==> src/rtl/keyboard_ctl_pkg.sv <==
// Shared scan-code constants and state types for the keyboard controller.
package keyboard_ctl_pkg;

  localparam int unsigned KEY_W = 16;

  // ASCII-hex encoded PS/2 set-2 scan codes
  localparam logic [KEY_W-1:0] A        = 16'h3143;
  localparam logic [KEY_W-1:0] D        = 16'h3233;
  localparam logic [KEY_W-1:0] SPACE    = 16'h3239;
  localparam logic [KEY_W-1:0] ENTER    = 16'h3541;
  localparam logic [KEY_W-1:0] RELEASED = 16'h4630;
  localparam logic [KEY_W-1:0] EXTENDED = 16'h4530;

  typedef enum logic {IDLE, BREAK} kbd_state_t;

  typedef enum logic [1:0] {DIR_NONE, DIR_LEFT, DIR_RIGHT} kbd_dir_t;

endpackage

==> src/rtl/keyboard_ctl.sv <==
// Turns raw scan-code words into held movement levels and one-shot action pulses.
module keyboard_ctl
  import keyboard_ctl_pkg::*;
#(
  parameter int unsigned BREAK_TIMEOUT = 100_000
) (
  input  logic             clk,
  input  logic             rst,
  input  logic [KEY_W-1:0] keyCode,
  input  logic             keyValid,
  output logic             moveLeft,
  output logic             moveRight,
  output logic             jumpPulse,
  output logic             enterPulse,
  output logic             anyKeyHeld
);

  localparam int unsigned CNT_W = (BREAK_TIMEOUT > 0) ? $clog2(BREAK_TIMEOUT + 1) : 1;
  localparam logic [CNT_W-1:0] CNT_LAST = CNT_W'(BREAK_TIMEOUT - 32'd1);

  kbd_state_t       state, state_nxt;
  kbd_dir_t         last_dir, dir_nxt;
  logic [CNT_W-1:0] cnt, cnt_nxt;
  logic             a_held, d_held, space_held, enter_held;
  logic             a_nxt, d_nxt, space_nxt, enter_nxt;
  logic             left_nxt, right_nxt, jump_nxt, enter_pulse_nxt, any_nxt;
  logic             do_make, do_break;

  // State, held flags, counter and registered outputs
  always_ff @(posedge clk) begin
    if (rst) begin
      state      <= IDLE;
      last_dir   <= DIR_NONE;
      cnt        <= '0;
      a_held     <= 1'b0;
      d_held     <= 1'b0;
      space_held <= 1'b0;
      enter_held <= 1'b0;
      moveLeft   <= 1'b0;
      moveRight  <= 1'b0;
      jumpPulse  <= 1'b0;
      enterPulse <= 1'b0;
      anyKeyHeld <= 1'b0;
    end else begin
      state      <= state_nxt;
      last_dir   <= dir_nxt;
      cnt        <= cnt_nxt;
      a_held     <= a_nxt;
      d_held     <= d_nxt;
      space_held <= space_nxt;
      enter_held <= enter_nxt;
      moveLeft   <= left_nxt;
      moveRight  <= right_nxt;
      jumpPulse  <= jump_nxt;
      enterPulse <= enter_pulse_nxt;
      anyKeyHeld <= any_nxt;
    end
  end

  // Next-state decode, make/break bookkeeping and output derivation
  always_comb begin
    state_nxt       = state;
    dir_nxt         = last_dir;
    cnt_nxt         = cnt;
    a_nxt           = a_held;
    d_nxt           = d_held;
    space_nxt       = space_held;
    enter_nxt       = enter_held;
    jump_nxt        = 1'b0;
    enter_pulse_nxt = 1'b0;
    do_make         = 1'b0;
    do_break        = 1'b0;

    unique case (state)
      IDLE: begin
        cnt_nxt = '0;
        if (keyValid) begin
          if (keyCode == RELEASED) begin
            state_nxt = BREAK;
          end else if (keyCode == A || keyCode == D ||
                       keyCode == SPACE || keyCode == ENTER) begin
            do_make = 1'b1;
          end
        end
      end
      BREAK: begin
        if (keyValid) begin
          cnt_nxt = '0;
          if (keyCode == A || keyCode == D ||
              keyCode == SPACE || keyCode == ENTER) begin
            do_break  = 1'b1;
            state_nxt = IDLE;
          end else if (keyCode != EXTENDED && keyCode != RELEASED) begin
            state_nxt = IDLE;
          end
        end else if (BREAK_TIMEOUT != 0 && cnt >= CNT_LAST) begin
          // Lost the key that should follow the release prefix; held flags stay as-is
          state_nxt = IDLE;
          cnt_nxt   = '0;
        end else if (cnt != '1) begin
          cnt_nxt = cnt + CNT_W'(1);
        end
      end
      default: state_nxt = IDLE;
    endcase

    if (do_make) begin
      if (keyCode == A) begin
        a_nxt   = 1'b1;
        dir_nxt = DIR_LEFT;
      end else if (keyCode == D) begin
        d_nxt   = 1'b1;
        dir_nxt = DIR_RIGHT;
      end else if (keyCode == SPACE) begin
        space_nxt = 1'b1;
        jump_nxt  = !space_held;
      end else begin
        enter_nxt       = 1'b1;
        enter_pulse_nxt = !enter_held;
      end
    end

    if (do_break) begin
      if (keyCode == A) begin
        a_nxt = 1'b0;
        if (last_dir == DIR_LEFT) dir_nxt = d_held ? DIR_RIGHT : DIR_NONE;
      end else if (keyCode == D) begin
        d_nxt = 1'b0;
        if (last_dir == DIR_RIGHT) dir_nxt = a_held ? DIR_LEFT : DIR_NONE;
      end else if (keyCode == SPACE) begin
        space_nxt = 1'b0;
      end else begin
        enter_nxt = 1'b0;
      end
    end

    left_nxt  = a_nxt && (dir_nxt == DIR_LEFT);
    right_nxt = d_nxt && (dir_nxt == DIR_RIGHT);
    any_nxt   = a_nxt || d_nxt || space_nxt || enter_nxt;
  end

endmodule

==> config.mk <==
export PLATFORM = sky130hd
export DESIGN_NAME = keyboard_ctl
export DESIGN_NICKNAME = d
export VERILOG_FILES = /design/src/rtl/keyboard_ctl_pkg.sv /design/src/rtl/keyboard_ctl.sv
export SDC_FILE = /design/constraint.sdc
export NUM_CORES = 1
export LEC_CHECK = 0
export ABC_AREA = 1
export CAP_MARGIN = 40
export CORE_ASPECT_RATIO = 0.8
export CORE_MARGIN = 1.5
export CORE_UTILIZATION = 45
export CTS_CLUSTER_SIZE = 25
export DETAILED_ROUTE_END_ITERATION = 8
export GPL_ROUTABILITY_DRIVEN = 0
export PLACE_DENSITY = 0.72
export REMOVE_ABC_BUFFERS = 1
export SYNTH_ARGS = -nofsm -noshare
export SYNTH_HDL_FRONTEND = slang
export SYNTH_SLANG_ARGS = --single-unit
export TNS_END_PERCENT = 100
==> constraint.sdc <==
create_clock -name clk -period 2.2 [get_ports clk]
set_input_delay 0.22 -clock clk [delete_from_list [all_inputs] [get_ports clk]]
set_output_delay 0.22 -clock clk [all_outputs]
set_load 0.05 [all_outputs]
Word level (Yosys, flattened, before mapping)
Index checks and enable logic that the tools add are counted.
Word-level totals
  input bits: 19
  output and inout bits: 5
  register bits: 29
Operators by class
  bitwise gates (word level): 3
  reduce and logical (&&, ||, !) cells: 13
  $lt $le $gt $ge: 1
  eq/ne operators: 13
  multiplexer cells: 53
  add/sub/neg operators: 1
Operator list (count)
  $eq 16x14->1 const B: 4
  $mux 17: 3
  $mux 1: 39
  $pmux 17 s2: 1
  $ne 16x15->1 const B: 2
  $mux 2: 9
  $add 17x1->17 const B: 1
  $ge 17x17->1 const B: 1
  $ne 17x17->1 const B: 1
  $eq 16x15->1 const B: 1
  $reduce_or 5->1: 2
  $logic_or 1x1->1: 6
  $eq 2x1->1 const B: 2
  $eq 2x2->1 const B: 2
  $ne 4x2->1 const B: 1
  $logic_and 1x1->1: 3
  $not 1->1: 3
  $logic_not 1->1: 2
  $pmux 1 s2: 1

Depth between registers and ports, before layout
  word-level depth: 15
  depth in mapped cells: 13

Worst setup path before layout
No wires, ideal clock.
  kind: register -> register
  start: register cnt[0]
  end: register cnt[12]
  cell stages (with the launch flop): 12
  buffers on the path: 1
  required time: 2084 ps
  path slack: 164 ps
  arrival: 1920 ps
  cells stage by stage: dfxtp_1 -> ha_1 -> nand2_1 -> nor2_1 -> nand4_1 -> nor4_1 -> ha_1 -> clkbuf_1 -> inv_1 -> nand4_1 -> xor2_1 -> nor2_1
Between the ends
  word-level cells in the longest chain between the ends: 5
  elaborated cells on any way between the ends: 8
  those cells by class: add/sub (1); order compare (1); eq/ne (2); mux (4)
Ends and longest elaborated chain
  from (decl): line keyboard_ctl.sv:23  | logic [CNT_W-1:0] cnt, cnt_nxt;
  from (signal assigned): line keyboard_ctl.sv:47  | cnt <= cnt_nxt;
  $add 17x1->17: line keyboard_ctl.sv:101  | cnt_nxt = cnt + CNT_W'(1);
  $mux 17: line keyboard_ctl.sv:100  | end else if (cnt != '1) begin
  $mux 17: line keyboard_ctl.sv:96  | end else if (BREAK_TIMEOUT != 0 && cnt >= CNT_LAST) begin
  $mux 17: line keyboard_ctl.sv:87  | if (keyValid) begin
  $pmux 17 s2: line keyboard_ctl.sv:74  | unique case (state)
Parallel ways exist; a longest one is shown, timed or not. The select of a mux whose other input is x is not followed.
A chain may end at the register's enable or synchronous reset.

Worst setup path after layout
  start: register cnt[0]
  end: register cnt[13]
Same word-level chain as after synthesis.

==> key figures <==
Setup path
  – R2R Setup Slk: 180 ps
  – CP Capture Point: cnt[13]
  – Critical Path Source Type: flip-flop
  – Slowest CP cell: dfxtp_1
  – Crit Path Max Fanout: 6
  – Arr. time, crit path: 2200 ps
  – CP peak stage delay: 340 ps
  – Buffers & Inverters on Critical Path: 0
  – CP startpoint: cnt[0]
  – Crit-path leading delay family: simple AND/OR/NAND/NOR gates
  – Worst Setup Path Type: flip-flop to flip-flop
  – Crit. path cell count: 12
  – CP required: 2380 ps
  – Reg2Reg Depth: 12
  – CP cell instances: ha_1, nand2_1, nor2_2, nand4_1, nor4_2, ha_2, nor2_2, nand2_1, nor2_1, nand3_1, nand3_1, nor2_1
  – RR Endpoint: cnt[13]
  – Critical path endpoint category: flip-flop
  – Worst R2R Start: cnt[0]

Global routing
  – Largest net degree at the start of global routing: 15
  – GRT Total Usage: 0.207
  – Vias in the first global route: 1814
  – Initial antenna violation count: 0
  – Gr ovfl total: 0
  – First-pass GRT wire length: 8110 microns

Power and ir drop
  – PD cells: 425 nW/um^2
  – Clk pwr share: 0.417
  – Switching share of power: 0.262
  – Share of power burned in combinational logic: 0.091
  – Net switching power: 0.279 mW
  – Seq pwr share: 0.492
  – Internal: 0.787 mW
  – Peak VDD IR: 0.245 mV
  – Pleak: 1.05 nW

Synthesis
  – Mapped Area: 2090 sq um
  – Synth Area in Adders: 0.0119
  – Synth top area cells: dfxtp_1, nand2_1, nor2_1, inv_1, nand3_1
  – Synth cell types: 37
  – Seq/Total Area, Yosys: 0.277
  – Area leader, netlist: dfxtp_1
  – Compound-gate portion of the synthesized area: 0.0717
  – Post-Syn Instances: 313
  – Number of synthesized register bits: 29
  – Post-synth ARST share: 0
  – Mean Syn Cell Area: 6.69 sq um
  – Post-synth EDFFs: 0
  – Share of the synthesized area in the top cell type: 0.277
  – Synth Area in XOR/XNOR: 0.0335
  – Simple-Gate Fraction of Synth Area: 0.512
  – Prevailing post-synth register cell: dfxtp_1
  – Synth warnings: 0
  – Proportion of synthesized area in mux cells: 0
  – Largest family of logic cells by synthesized area: simple AND/OR/NAND/NOR gates

Floorplan
  – Die area: 5080 sq um
  – Initial Util: 0.483
  – Core Box Area: 4340 sq um
  – I/O pin total: 24
  – Die W: 79.3 microns
  – Die H: 64.0 microns
  – # rows: 21

CTS
  – CTS Sinks: 29
  – CTS Buf Count: 5
  – CTS tree: built
  – Clk buf depth: 2
  – Clock latency on the worst-skew pair: 290 ps
  – CTS clk-pin slew, worst paths: 70 ps
  – Root Driver: clkbuf_8
  – H-tree levels: 2
  – Post-CTS Hold Buffers: 0

Cells and area
  – Sequential cell area: 581 sq um
  – Multi-input logic area: 1330 sq um
  – Layout cells sized above 1: 0.177
  – Fin util: 0.578
  – # diodes: 0
  – Final nets: 364
  – Fillers: 417
  – Area growth syn-to-layout: 19.6%

Detailed routing
  – DRT Pass-1 Iters: 5
  – Post-DRT Antenna Nets: 0
  – Vias per cell: 5.08
  – Drt drc: 0
  – Detailed Route Iter0 Violations: 173
  – Via Count: 2039
  – DRT Wirelength: 4680 microns
  – WL per Instance: 11.7 microns

STA
  – Setup violators final: 0
  – Pins Over Slew Limit: 0
  – RSZ-0062 raised after global routing: false
  – Setup TNS: 0 ps
  – Max-slew headroom at the worst pin: 0.675
  – Fin crit share: 0.916
  – Final clock skew: 9.61 ps
  – Fin. Hold Viols: 0
  – Fmax: 0.496 GHz
  – Fin crit period: 2020 ps
  – Worst-margin pin slew: 486 ps

Placed design
  – DP HPWL: 3680 microns
  – I/O Buffers: 23

Job
  – Maxcap violations: 0

Outcome
  – Outcome: complete, no violations

Hold path
  – Hold_sp: space_held
  – HP Class: flip-flop to flip-flop
[stage by stage]
step                area (sq um)  worst slack (ps)  std cells  hold WS (ps)  total power [mW]
global placement            2400               192        392           425             0.632
CTS                         2490              25.2        400           440              1.08
global route                2500              26.2        401           460              1.12
floorplan                   2060               273        307           288             0.581
detailed placement          2400              44.5        392           427             0.633
finish                      2500               185        401           438              1.07
[worst register-to-register path: stages, from the launching register on]
cell	delay, ps
dfxtp_1	340
ha_1	230
nand2_1	110
nor2_2	60
nand4_1	110
nor4_2	50
ha_2	230
nor2_2	170
nand2_1	90
nor2_1	260
nand3_1	120
nand3_1	100
nor2_1	40
[flip-flops by register name (all words and copies together) (netlist names)]
name,cells
a_held,1
anyKeyHeld,1
cnt,17
d_held,1
enterPulse,1
enter_held,1
jumpPulse,1
last_dir,2
moveLeft,1
moveRight,1
space_held,1
state,1
[power groups by stage]
stage	clock, mW	sequential (mW)	combinational (mW)
finish	0.444	0.525	0.0970
global route	0.485	0.524	0.108
CTS	0.454	0.525	0.0969
detailed placement	0	0.537	0.0967
global placement	0	0.537	0.0958
floorplan	0	0.537	0.0445
[synthesized netlist by cell type (2+ instances only)]
| library cell | count |
|---|---|
| nand3b_1 | 2 |
| nor3_1 | 4 |
| nor3b_1 | 2 |
| ha_1 | 2 |
| o22ai_1 | 2 |
| nor4_1 | 5 |
| xor2_1 | 6 |
| dfxtp_1 | 29 |
| nor3_2 | 3 |
| nor2_2 | 7 |
| nand3_4 | 3 |
| xnor2_1 | 2 |
| clkbuf_1 | 2 |
| a21oi_1 | 9 |
| nor2_1 | 56 |
| inv_2 | 4 |
| nand4_1 | 11 |
| nand3_1 | 25 |
| o21ai_0 | 7 |
| nand2_2 | 4 |
| nand2_4 | 6 |
| buf_2 | 3 |
| inv_1 | 37 |
| nand2_1 | 62 |
| nor2_4 | 7 |
| nor2_8 | 2 |
[how the worst min path moves through the flow]
stage / to / cells after the start / slack (ps)
floorplan: d_held / 1 / 290
global placement: jumpPulse / 1 / 420
detailed placement: jumpPulse / 1 / 430
CTS: jumpPulse / 1 / 440
global route: jumpPulse / 1 / 460
finish: jumpPulse / 1 / 440
[placed cells by master (no fill, tap or decap), drive strengths merged]
master and n:
nand2 72, nor2 72, inv 41, dfxtp 29, nand3 29, clkdlybuf4s50 23, nand4 11, a21oi 10
o21ai 10, nor3 7, xor2 6, buf 6, clkbuf 5, nor4 5, clkinv 4, nand3b 2
nor3b 2, o22ai 2, xnor2 2, ha 2, o31ai 1, or2 1, a31oi 1, clkinvlp 1
[timing repair]
action | 4_1_cts | 5_1_grt
buffers inserted | 0 | 1
resized for setup | 0 | 4
endpoints found under the setup margin | 0 | 12
[kinds of logic after synthesis]
| family | after synthesis |
|---|---|
| xor gates and xnor gates | 8 |
| and+or+nand+nor | 201 |
| adders and majority gates | 2 |
| DFF | 29 |
| buffers and inverters | 49 |
| AOI/OAI and AO/OA | 24 |
[per-layer routing]
layer | vias up | track usage | wire length [microns] | part of all wire
met3 | 7 | 0.0586 | 378 | 0.081
met4 | 0 | 0.0789 | 72 | 0.015
met5 | - | 0 | 0 | 0
li1 | 1066 | - | - | -
met1 | 900 | 0.299 | 2420 | 0.52
met2 | 66 | 0.285 | 1820 | 0.39
[cell type report]
| type | instances | area share |
|---|---|---|
| Clock buffer | 5 | 0.0275 |
| Clock inverter | 3 | 0.00699 |
| Inverter | 43 | 0.0649 |
| Multi-Input combinational cell | 235 | 0.530 |
| Sequential cell | 29 | 0.232 |
| Tap cell | 57 | 0.0285 |
| Timing Repair Buffer | 29 | 0.110 |
Note: power is estimated with default switching activity, not from simulation.
